File: src/rtl/rr_pkg.sv
// rr_pkg: shared types and helpers for the round-robin grant consumer.
//   rr_state_e    : consumer FSM states
//   is_onehot     : true when exactly one bit of a vector is set
//   onehot_to_idx : bit position of the (single) set bit of a vector
//   IDX_W         : client index width for the default client count
// Vector helpers operate on VEC_W bits, so client counts up to 32 are supported.
package rr_pkg;

  localparam int RR_WIDTH = 8;
  localparam int IDX_W    = $clog2(RR_WIDTH);
  localparam int VEC_W    = 32;

  typedef enum logic [1:0] {
    IDLE    = 2'd0,
    ARB     = 2'd1,
    XFER    = 2'd2,
    RELEASE = 2'd3
  } rr_state_e;

  function automatic logic is_onehot(input logic [VEC_W-1:0] v);
    return (v != '0) && ((v & (v - VEC_W'(1))) == '0);
  endfunction

  // Intended for one-hot inputs; with several bits set the highest wins.
  function automatic int onehot_to_idx(input logic [VEC_W-1:0] v);
    int idx;
    idx = 0;
    for (int i = 0; i < VEC_W; i++) begin
      if (v[i]) idx = i;
    end
    return idx;
  endfunction

endpackage

File: src/rtl/rr_out_slice.sv
// rr_out_slice: single-entry valid/ready output register holding one beat
// (data, source index, last flag).
//   clk_i, rst_ni : clock, asynchronous active-low reset
//   load_i        : capture data_i/src_i/last_i this cycle (caller guarantees
//                   the slot is free or draining)
//   ready_i       : downstream ready
//   valid_o, data_o, src_o, last_o : registered beat
module rr_out_slice #(
  parameter int DATA_W = 8,
  parameter int IDX_W  = 3
) (
  input  logic              clk_i,
  input  logic              rst_ni,
  input  logic              load_i,
  input  logic [DATA_W-1:0] data_i,
  input  logic [IDX_W-1:0]  src_i,
  input  logic              last_i,
  input  logic              ready_i,
  output logic              valid_o,
  output logic [DATA_W-1:0] data_o,
  output logic [IDX_W-1:0]  src_o,
  output logic              last_o
);

  logic              valid_q, valid_d;
  logic [DATA_W-1:0] data_q, data_d;
  logic [IDX_W-1:0]  src_q, src_d;
  logic              last_q, last_d;

  // A load wins over a drain, so load-and-drain in one cycle keeps valid high.
  always_comb begin
    valid_d = valid_q;
    data_d  = data_q;
    src_d   = src_q;
    last_d  = last_q;
    if (load_i) begin
      valid_d = 1'b1;
      data_d  = data_i;
      src_d   = src_i;
      last_d  = last_i;
    end else if (ready_i) begin
      valid_d = 1'b0;
    end
  end

  always_ff @(posedge clk_i or negedge rst_ni) begin
    if (!rst_ni) begin
      valid_q <= 1'b0;
      data_q  <= '0;
      src_q   <= '0;
      last_q  <= 1'b0;
    end else begin
      valid_q <= valid_d;
      data_q  <= data_d;
      src_q   <= src_d;
      last_q  <= last_d;
    end
  end

  assign valid_o = valid_q;
  assign data_o  = data_q;
  assign src_o   = src_q;
  assign last_o  = last_q;

endmodule

File: src/rtl/rr_grant_consumer.sv
// rr_grant_consumer: client side of a round-robin arbiter. Publishes pending
// client beats as req_o, samples the one-hot grant_i, forwards up to
// MAX_BEATS beats of the granted client through a registered output stage and
// pulses ack_o once the grant is used up so the arbiter rotates.
//   clk_i, rst_ni            : clock, asynchronous active-low reset
//   cli_valid_i/last_i/data_i: per-client beat streams (client i data at
//                              [i*DATA_W +: DATA_W])
//   cli_ready_o              : per-client beat accepted
//   req_o, grant_i, ack_o    : arbiter handshake
//   out_valid_o, out_ready_i, out_data_o, out_src_o, out_last_o : output beat
//   err_o                    : sticky protocol error (bad grant)
module rr_grant_consumer
  import rr_pkg::*;
#(
  parameter int WIDTH     = RR_WIDTH,
  parameter int DATA_W    = 8,
  parameter int MAX_BEATS = 4,
  localparam int SRC_W    = (WIDTH > 1) ? $clog2(WIDTH) : 1
) (
  input  logic                    clk_i,
  input  logic                    rst_ni,
  input  logic [WIDTH-1:0]        cli_valid_i,
  input  logic [WIDTH-1:0]        cli_last_i,
  input  logic [WIDTH*DATA_W-1:0] cli_data_i,
  output logic [WIDTH-1:0]        cli_ready_o,
  output logic [WIDTH-1:0]        req_o,
  input  logic [WIDTH-1:0]        grant_i,
  output logic                    ack_o,
  output logic                    out_valid_o,
  input  logic                    out_ready_i,
  output logic [DATA_W-1:0]       out_data_o,
  output logic [SRC_W-1:0]        out_src_o,
  output logic                    out_last_o,
  output logic                    err_o
);

  localparam int CNT_W = (MAX_BEATS > 1) ? $clog2(MAX_BEATS) : 1;

  rr_state_e         state_q, state_d;
  logic [SRC_W-1:0]  g_q, g_d;
  logic [CNT_W-1:0]  cnt_q, cnt_d;
  logic              err_q, err_d;

  logic [DATA_W-1:0] cli_data_a [WIDTH];
  logic [VEC_W-1:0]  grant_w;
  logic              grant_ok;
  logic              beat_rdy;
  logic              beat_acc;
  logic              beat_last;
  logic              slot_valid;

  always_comb begin
    for (int i = 0; i < WIDTH; i++) begin
      cli_data_a[i] = cli_data_i[i*DATA_W +: DATA_W];
    end
  end

  assign grant_w  = VEC_W'(grant_i);
  // Legal only if one-hot and the granted client actually has a beat waiting.
  assign grant_ok = is_onehot(grant_w) && ((grant_i & cli_valid_i) != '0);

  assign beat_acc  = cli_valid_i[g_q] & beat_rdy;
  // The grant ends on the client's own last beat or when the beat budget is
  // spent; a truncated burst simply resumes on the client's next grant.
  assign beat_last = cli_last_i[g_q] | (cnt_q == CNT_W'(MAX_BEATS - 1));

  // State register
  always_ff @(posedge clk_i or negedge rst_ni) begin
    if (!rst_ni) begin
      state_q <= IDLE;
      g_q     <= '0;
      cnt_q   <= '0;
      err_q   <= 1'b0;
    end else begin
      state_q <= state_d;
      g_q     <= g_d;
      cnt_q   <= cnt_d;
      err_q   <= err_d;
    end
  end

  // Next-state logic
  always_comb begin
    state_d = state_q;
    g_d     = g_q;
    cnt_d   = cnt_q;
    err_d   = err_q;
    case (state_q)
      IDLE: begin
        if (cli_valid_i != '0) state_d = ARB;
      end
      ARB: begin
        if (cli_valid_i == '0) begin
          state_d = IDLE;
        end else if (grant_i != '0) begin
          if (grant_ok) begin
            g_d     = SRC_W'(onehot_to_idx(grant_w));
            cnt_d   = '0;
            state_d = XFER;
          end else begin
            err_d = 1'b1;
          end
        end
      end
      XFER: begin
        if (beat_acc) begin
          cnt_d = cnt_q + CNT_W'(1);
          if (beat_last) state_d = RELEASE;
        end
      end
      RELEASE: begin
        state_d = IDLE;
      end
      default: begin
        state_d = IDLE;
      end
    endcase
  end

  // Output logic
  always_comb begin
    req_o       = '0;
    cli_ready_o = '0;
    ack_o       = 1'b0;
    beat_rdy    = 1'b0;
    case (state_q)
      IDLE, ARB: begin
        req_o = cli_valid_i;
      end
      XFER: begin
        beat_rdy         = !slot_valid | out_ready_i;
        cli_ready_o[g_q] = beat_rdy;
      end
      RELEASE: begin
        ack_o = 1'b1;
      end
      default: begin
        ack_o = 1'b0;
      end
    endcase
  end

  rr_out_slice #(
    .DATA_W (DATA_W),
    .IDX_W  (SRC_W)
  ) u_out_slice (
    .clk_i   (clk_i),
    .rst_ni  (rst_ni),
    .load_i  (beat_acc),
    .data_i  (cli_data_a[g_q]),
    .src_i   (g_q),
    .last_i  (beat_last),
    .ready_i (out_ready_i),
    .valid_o (slot_valid),
    .data_o  (out_data_o),
    .src_o   (out_src_o),
    .last_o  (out_last_o)
  );

  assign out_valid_o = slot_valid;
  assign err_o       = err_q;

endmodule

File: config.mk
export PLATFORM = sky130hd
export DESIGN_NAME = rr_grant_consumer
export DESIGN_NICKNAME = d
export VERILOG_FILES = /design/src/rtl/rr_pkg.sv /design/src/rtl/rr_out_slice.sv /design/src/rtl/rr_grant_consumer.sv
export SDC_FILE = /design/constraint.sdc
export NUM_CORES = 1
export LEC_CHECK = 0
export BUFFER_PORTS_ARGS = -buffer_cell sky130_fd_sc_hd__buf_2
export CAP_MARGIN = 10
export CORE_MARGIN = 10
export CORE_UTILIZATION = 42
export DETAILED_ROUTE_END_ITERATION = 7
export PLACE_DENSITY = 0.81
export SETUP_SLACK_MARGIN = 0.15
export SYNTH_ARGS = -nofsm -noshare
export SYNTH_HDL_FRONTEND = slang
export SYNTH_SLANG_ARGS = --single-unit
File: constraint.sdc
create_clock -name clk_i -period 1.9 [get_ports clk_i]
set_input_delay 0.285 -clock clk_i [delete_from_list [all_inputs] [get_ports clk_i]]
set_output_delay 0.285 -clock clk_i [all_outputs]
set_load 0.03 [all_outputs]
==> results of run 1 <==
[cell usage in the layout, fill, tap and decap left out, types with 4 or more instances in the layout]
cell type / instances
o22ai_1: 10
buf_2: 113
inv_1: 5
a22oi_1: 5
nor2_1: 24
nand2b_1: 5
nand2_1: 7
buf_4: 29
buf_6: 4
mux4_2: 10
mux2i_1: 25
nor2b_1: 9
a21oi_1: 10
dfrtp_1: 19
[power groups by stage]
stage | Combinational [W] | Clock (W) | Sequential [W]
detailed placement | 0.00101 | 0 | 0.000570
CTS | 0.00110 | 0.000299 | 0.000526
global route | 0.00122 | 0.000322 | 0.000536
finish | 0.00111 | 0.000293 | 0.000527
global placement | 0.000986 | 0 | 0.000566
floorplan | 0.000716 | 0 | 0.000535
[routing by layer]
metal  global-route usage  vias to the layer above
li1                     -                      961
met1                0.185                      895
met2                0.303                       88
met3               0.0667                        6
met4               0.0344                        0
met5                    0                        -
[repair_timing]
item                                   in CTS  in global routing
resized for setup                          12                  9
endpoints found under the hold margin      21                  0
hold buffers                                1                  0
buffers inserted                            5                  5
pin swaps                                   4                  4
setup endpoints to repair                   8                 13
[Yosys cell counts (all sizes together)]
master | n | share of area
a2111oi | 1 | 0.016
a211o | 1 | 0.0050
a211oi | 1 | 0.0071
a21o | 1 | 0.0050
a21oi | 10 | 0.028
a22oi | 5 | 0.021
a31oi | 1 | 0.0036
and2 | 1 | 0.0036
and4 | 1 | 0.0050
buf | 6 | 0.018
clkbuf | 4 | 0.0085
dfrtp | 21 | 0.30
ha | 1 | 0.0071
inv | 5 | 0.011
mux2 | 6 | 0.038
mux2i | 25 | 0.14
mux4 | 10 | 0.13
nand2 | 7 | 0.015
nand2b | 5 | 0.018
nand3 | 1 | 0.0028
nand4 | 1 | 0.0036
nor2 | 27 | 0.058
nor2b | 10 | 0.036
nor3 | 2 | 0.012
nor3b | 1 | 0.0043
nor4 | 2 | 0.0071
o21a | 1 | 0.0043
o21ai | 4 | 0.014
o21bai | 1 | 0.0043
o22ai | 10 | 0.036
o31ai | 4 | 0.020
o41ai | 1 | 0.0050
or2 | 3 | 0.011
or3 | 1 | 0.0036
[registers in the layout, summed over array words and instances, names as in the netlist, named ones only]
register             cells
cnt_q                    2
g_q                      3
u_out_slice.src_o        3
err_o                    1
u_out_slice.valid_o      1
u_out_slice.data_o       8
u_out_slice.last_o       1
state_q                  1
[worst min-delay path by stage]
stage | start | end | slack (ns) | cells after the start
final | out_ready_i | u_out_slice.valid_o | 0.35 | 3
after global placement | rst_ni | err_o | 0.27 | 1
after CTS | out_ready_i | u_out_slice.valid_o | 0.33 | 3
after floorplan | rst_ni | asynchronous set/reset pin | -0.01 | 0
after global routing | out_ready_i | u_out_slice.valid_o | 0.36 | 3
after detailed placement | rst_ni | err_o | 0.27 | 1
[metrics by stage]
| step | TNS (ns) | setup WS (ns) | hold slack [ns] | instance area [um2] |
|---|---|---|---|---|
| finish | 0 | 0.101 | 0.350 | 2690 |
| global route | -0.00394 | -0.00394 | 0.364 | 2690 |
| CTS | 0 | 0.153 | 0.326 | 2620 |
| detailed placement | 0 | 0.00143 | 0.271 | 2490 |
| global placement | 0 | 0.0572 | 0.269 | 2490 |
| floorplan | 0 | 0.0595 | -0.0106 | 1760 |
[worst reg2reg max path, delay by kind of cell (launching register included)]
| family | cells | cell delay, ns |
|---|---|---|
| mux | 2 | 0.49 |
| compound gates | 2 | 0.29 |
| flops | 1 | 0.43 |
| buf+inv | 2 | 0.34 |
[kinds of logic (layout without fill, tap and decap cells)]
family | count (synthesis) | in the layout
AOI/OAI and AO/OA | 41 | 41
adders and majority gates | 1 | 1
buffers and inverters | 15 | 156
DFF | 21 | 21
muxes | 41 | 41
and+or+nand+nor | 62 | 62
[final cells by class]
cell class	instances	area (um2)	share of cell area
Multi-Input combinational cell	145	1190	0.444
Clock inverter	1	5.00	0.00186
Clock buffer	3	41.3	0.0154
Sequential cell	21	528	0.197
Inverter	5	18.8	0.00699
Timing Repair Buffer	147	838	0.312
Tap cell	50	62.6	0.0233
==> metrics.csv, run 1 <==
metric;value;unit
totalPowerFinal;0.00193;W
dieArea;7170;um2
cp-start-kind;register;
p_per_area;720;nW/um2
syn-num-nets;273;
avgSynthCellArea;9.71;um2
final_hold_viol_count;0;
vdd_ir_drop_max;0.769;mV
synth-xor-area-share;0;
end_kind;primary output;
synth_mux_area_frac;0.309;
yosysWarnings;0;
die_y;84.7;um
worstPathRequired;1.62;ns
grt_usage;0.170;
power.net_switching;0.000701;W
arrival;1.51;ns
die_x;84.7;um
power_frac_clock;0.152;
cp_num_buf_inv;1;
rsz0062_at_grt;yes;
ys_types;42;
n_antenna_cell;0;
cts-root-buf;clkbuf_8;
r2r_end;u_out_slice.src_o[1];
io_buffers;121;
first_pass_iters;4;
critPathTopFamily;simple AND/OR/NAND/NOR gates;
timing.rr.start;g_q[0];
pwr-share-comb;0.576;
top_layer_used;met4;
layout.nets;415;
min_period;1.80;ns
drt-total-wl;6340;um
synth_cells;181;
cp_cell_sequence;nor2b_4 > nor3b_4 > nand2b_1 > nor2_1 > buf_4;
cts_buffers;3;
drt_iter0_markers;86;
clock_latency;0.26;ns
dp_hpwl;5090;um
synth_compound_area_frac;0.169;
fin_cells;372;
period_share;0.947;
power_frac_seq;0.272;
synthSimpleGateAreaFrac;0.179;
grt_max_degree;22;
internal-power;0.00123;W
slowest_delay;0.38;ns
endpoint;cli_ready_o[4];
fill_cells;354;
dpl.cell_count;357;
cp_slowest_cell;dfrtp_1;
vias_per_cell;5.24;
core_area;4030;um2
post_drt_wl_per_cell;17.0;um
cp.depth;5;
setup.worst_path.start;u_out_slice.valid_o;
gp_congestion;0.915;
cp_max_fo;4;
synth-adder-area-share;0.00712;
syn_to_final_growth;52.9;%
max-slew-margin-rel;0.678;
worstMarginPinSlew;0.483;ns
clockBufferDepth;2;
synth-seq-area-share;0.299;
grt_pass1_wl;10300;um
grt_antenna_before_repair;0;
final_layout_size_suffix_gt1_frac;0.553;
utilization;0.667;
cap_viol_max_count;0;
vias;1950;
dr_wl_met3;587;um
hp-class;in -> reg;
overflow;0;
setup_violations;0;
io_pins;122;
reg2regPathDepth;6;
htreeDepth;1;
met2_length;3290;um
r2r_setup_slack;0.23;ns
antenna_left;0;
grt_pass1_vias;2161;
cellLeakagePower;1.39;nW
cts_tree;done;
path_class;reg -> out;
num_rows;23;
route.detailed.drc;0;
clock-skew-final;0.00211;ns
ys_seq_elements;21;
wl_met1;2420;um
initial_core_util;0.436;
syn-cell-area;1760;um2
status;finished, final reports clean;
max_freq;556;MHz
drv_slew;0;
cts_sinks;21;
synth_top_family_by_area;multiplexers;
path_clk_slew;0.07;ns
swShare;0.362;
(Power assumes the default switching activity.)
==> inputs of run 2 (changes only) <==
- BUFFER_PORTS_ARGS: -buffer_cell sky130_fd_sc_hd__buf_2 -> not set
- CAP_MARGIN: 10 -> 40
- CORE_UTILIZATION: 42 -> 63
- DONT_BUFFER_PORTS: not set -> 1
- PLACE_DENSITY: 0.81 -> 0.79
==> run 2 against run 1 <==
  * Wire length is 7.9% lower
  * Clock power is 26% lower
  * Die area is 26% lower
  * Highest routed layer unchanged
  * Register-to-register slack worse by 0.04 ns
==> metrics.csv, run 2 (synthesis results as in run 1) <==
metric;value;unit
internal-power;0.00109;W
grt_pass1_vias;1704;
num_rows;19;
die_x;72.8;um
power.net_switching;0.000692;W
arrival;1.60;ns
drv_slew;0;
pwr-share-comb;0.572;
cts-root-buf;clkbuf_4;
cp_cell_sequence;nor2b_4 > nor3b_2 > buf_4 > nand2b_4 > nor2_2 > buf_6;
dpl.cell_count;223;
dieArea;5300;um2
period_share;0.993;
vias_per_cell;6.58;
final_hold_viol_count;0;
layout.nets;298;
grt_antenna_before_repair;0;
syn_to_final_growth;20.3;%
min_period;1.89;ns
path_class;reg -> out;
end_kind;primary output;
cts_buffers;3;
clock_latency;0.31;ns
htreeDepth;1;
worstPathRequired;1.62;ns
largest_register_ffs;8;
slowest_delay;0.40;ns
swShare;0.389;
drt-total-wl;5840;um
p_per_area;841;nW/um2
grt_max_degree;22;
post_drt_wl_per_cell;24.7;um
cts_sinks;21;
seq_area;527;um2
fill_cells;169;
io_pins;122;
r2r_setup_slack;0.19;ns
grt_pass1_wl;8460;um
gp_congestion;0.815;
cellLeakagePower;0.931;nW
path_clk_slew;0.11;ns
vdd_ir_drop_max;0.673;mV
die_y;72.8;um
first_pass_iters;4;
mostFrequentLayoutCells;mux2i_1, nor2_1, dfrtp_1, buf_4;
cp-start-kind;register;
power_frac_seq;0.307;
clock-skew-final;0.0133;ns
multi_input_area;1240;um2
cts_tree;done;
fin_cells;236;
grt_usage;0.196;
io_buffers;0;
antenna_left;0;
n_antenna_cell;0;
status;finished, final reports clean;
core_area;2710;um2
hp-class;in -> reg;
cp_slowest_cell;dfrtp_1;
final_common_cell;mux2i_1;
clockBufferDepth;2;
initial_core_util;0.648;
worstMarginPinSlew;0.638;ns
setup_violations;0;
vias;1554;
drt_iter0_markers;90;
max_freq;530;MHz
cp_max_fo;4;
cap_viol_max_count;0;
rsz0062_at_grt;yes;
route.detailed.drc;0;
dp_hpwl;4480;um
utilization;0.780;
final_layout_size_suffix_gt1_frac;0.337;
power_frac_clock;0.121;
overflow;0;
max-slew-margin-rel;0.574;
[run 2: changes by cell type in the layout (fill, tap and decap cells not counted), sizes merged]
cell	delta
clkbuf	+1
buf	-118
[run 2: repair_timing]
item / in CTS / in global routing
setup endpoints to repair: 15 / 17
hold buffers: 1 / 0
resized for setup: 14 / 13
setup buffers: 5 / 2
pin swaps: 8 / 2
endpoints found under the hold margin: 21 / 0
[run 2: final cells by class]
cell class	instances	share of cell area
clock inverter	1	0.00237
tap	31	0.0184
timing repair buffer	30	0.124
sequential	21	0.249
multi-input combinational	145	0.587
clock buffer	3	0.0107
inverter	5	0.00888
[run 2: final timing paths]
path,cells after the start,start,to
worst max-delay path,6,u_out_slice.valid_o,cli_ready_o[6]
worst min-delay path,2,out_ready_i,u_out_slice.valid_o
worst max register to register,5,g_q[0],u_out_slice.last_o
worst min register to register,1,cnt_q[0],cnt_q[0]
max in group asynchronous,2,rst_ni,g_q[0]
min in group asynchronous,1,rst_ni,u_out_slice.data_o[5]
[run 2: worst max-delay path, delay by kind of cell, from the launching register on]
kind          cells  cell delay [ns]
flops             1             0.40
simple gates      4             0.56
buf+inv           2             0.35
[run 2: routing by layer]
metal,part of all wire,GRT usage,vias to the layer above
met3,0.11,0.0884,8
met1,0.34,0.187,739
li1,-,-,727
met2,0.55,0.373,80
met4,0.013,0.0422,0
met5,0,0,-
[run 2: power by group through the flow]
| stage | registers [W] | logic [W] | clock network [W] |
|---|---|---|---|
| 4_1_cts | 0.000542 | 0.000959 | 0.000219 |
| 2_1_floorplan | 0.000535 | 0.000716 | 0 |
| 5_1_grt | 0.000554 | 0.00109 | 0.000234 |
| 6_report | 0.000546 | 0.00102 | 0.000216 |
| 3_3_place_gp | 0.000571 | 0.000825 | 0 |
| 3_5_place_dp | 0.000575 | 0.000853 | 0 |
[run 2: through the flow]
stage	worst slack [ns]	instance area [um2]	total power, W	hold slack, ns	setup TNS (ns)
after floorplan	0.0595	1760	0.00125	-0.0106	0
after CTS	0.0851	2030	0.00172	0.170	0
final	0.0129	2110	0.00178	0.172	0
after detailed placement	0.0522	1910	0.00143	-0.00990	0
after global routing	-0.0496	2110	0.00187	0.166	-0.189
after global placement	0.152	1910	0.00140	-0.00994	0
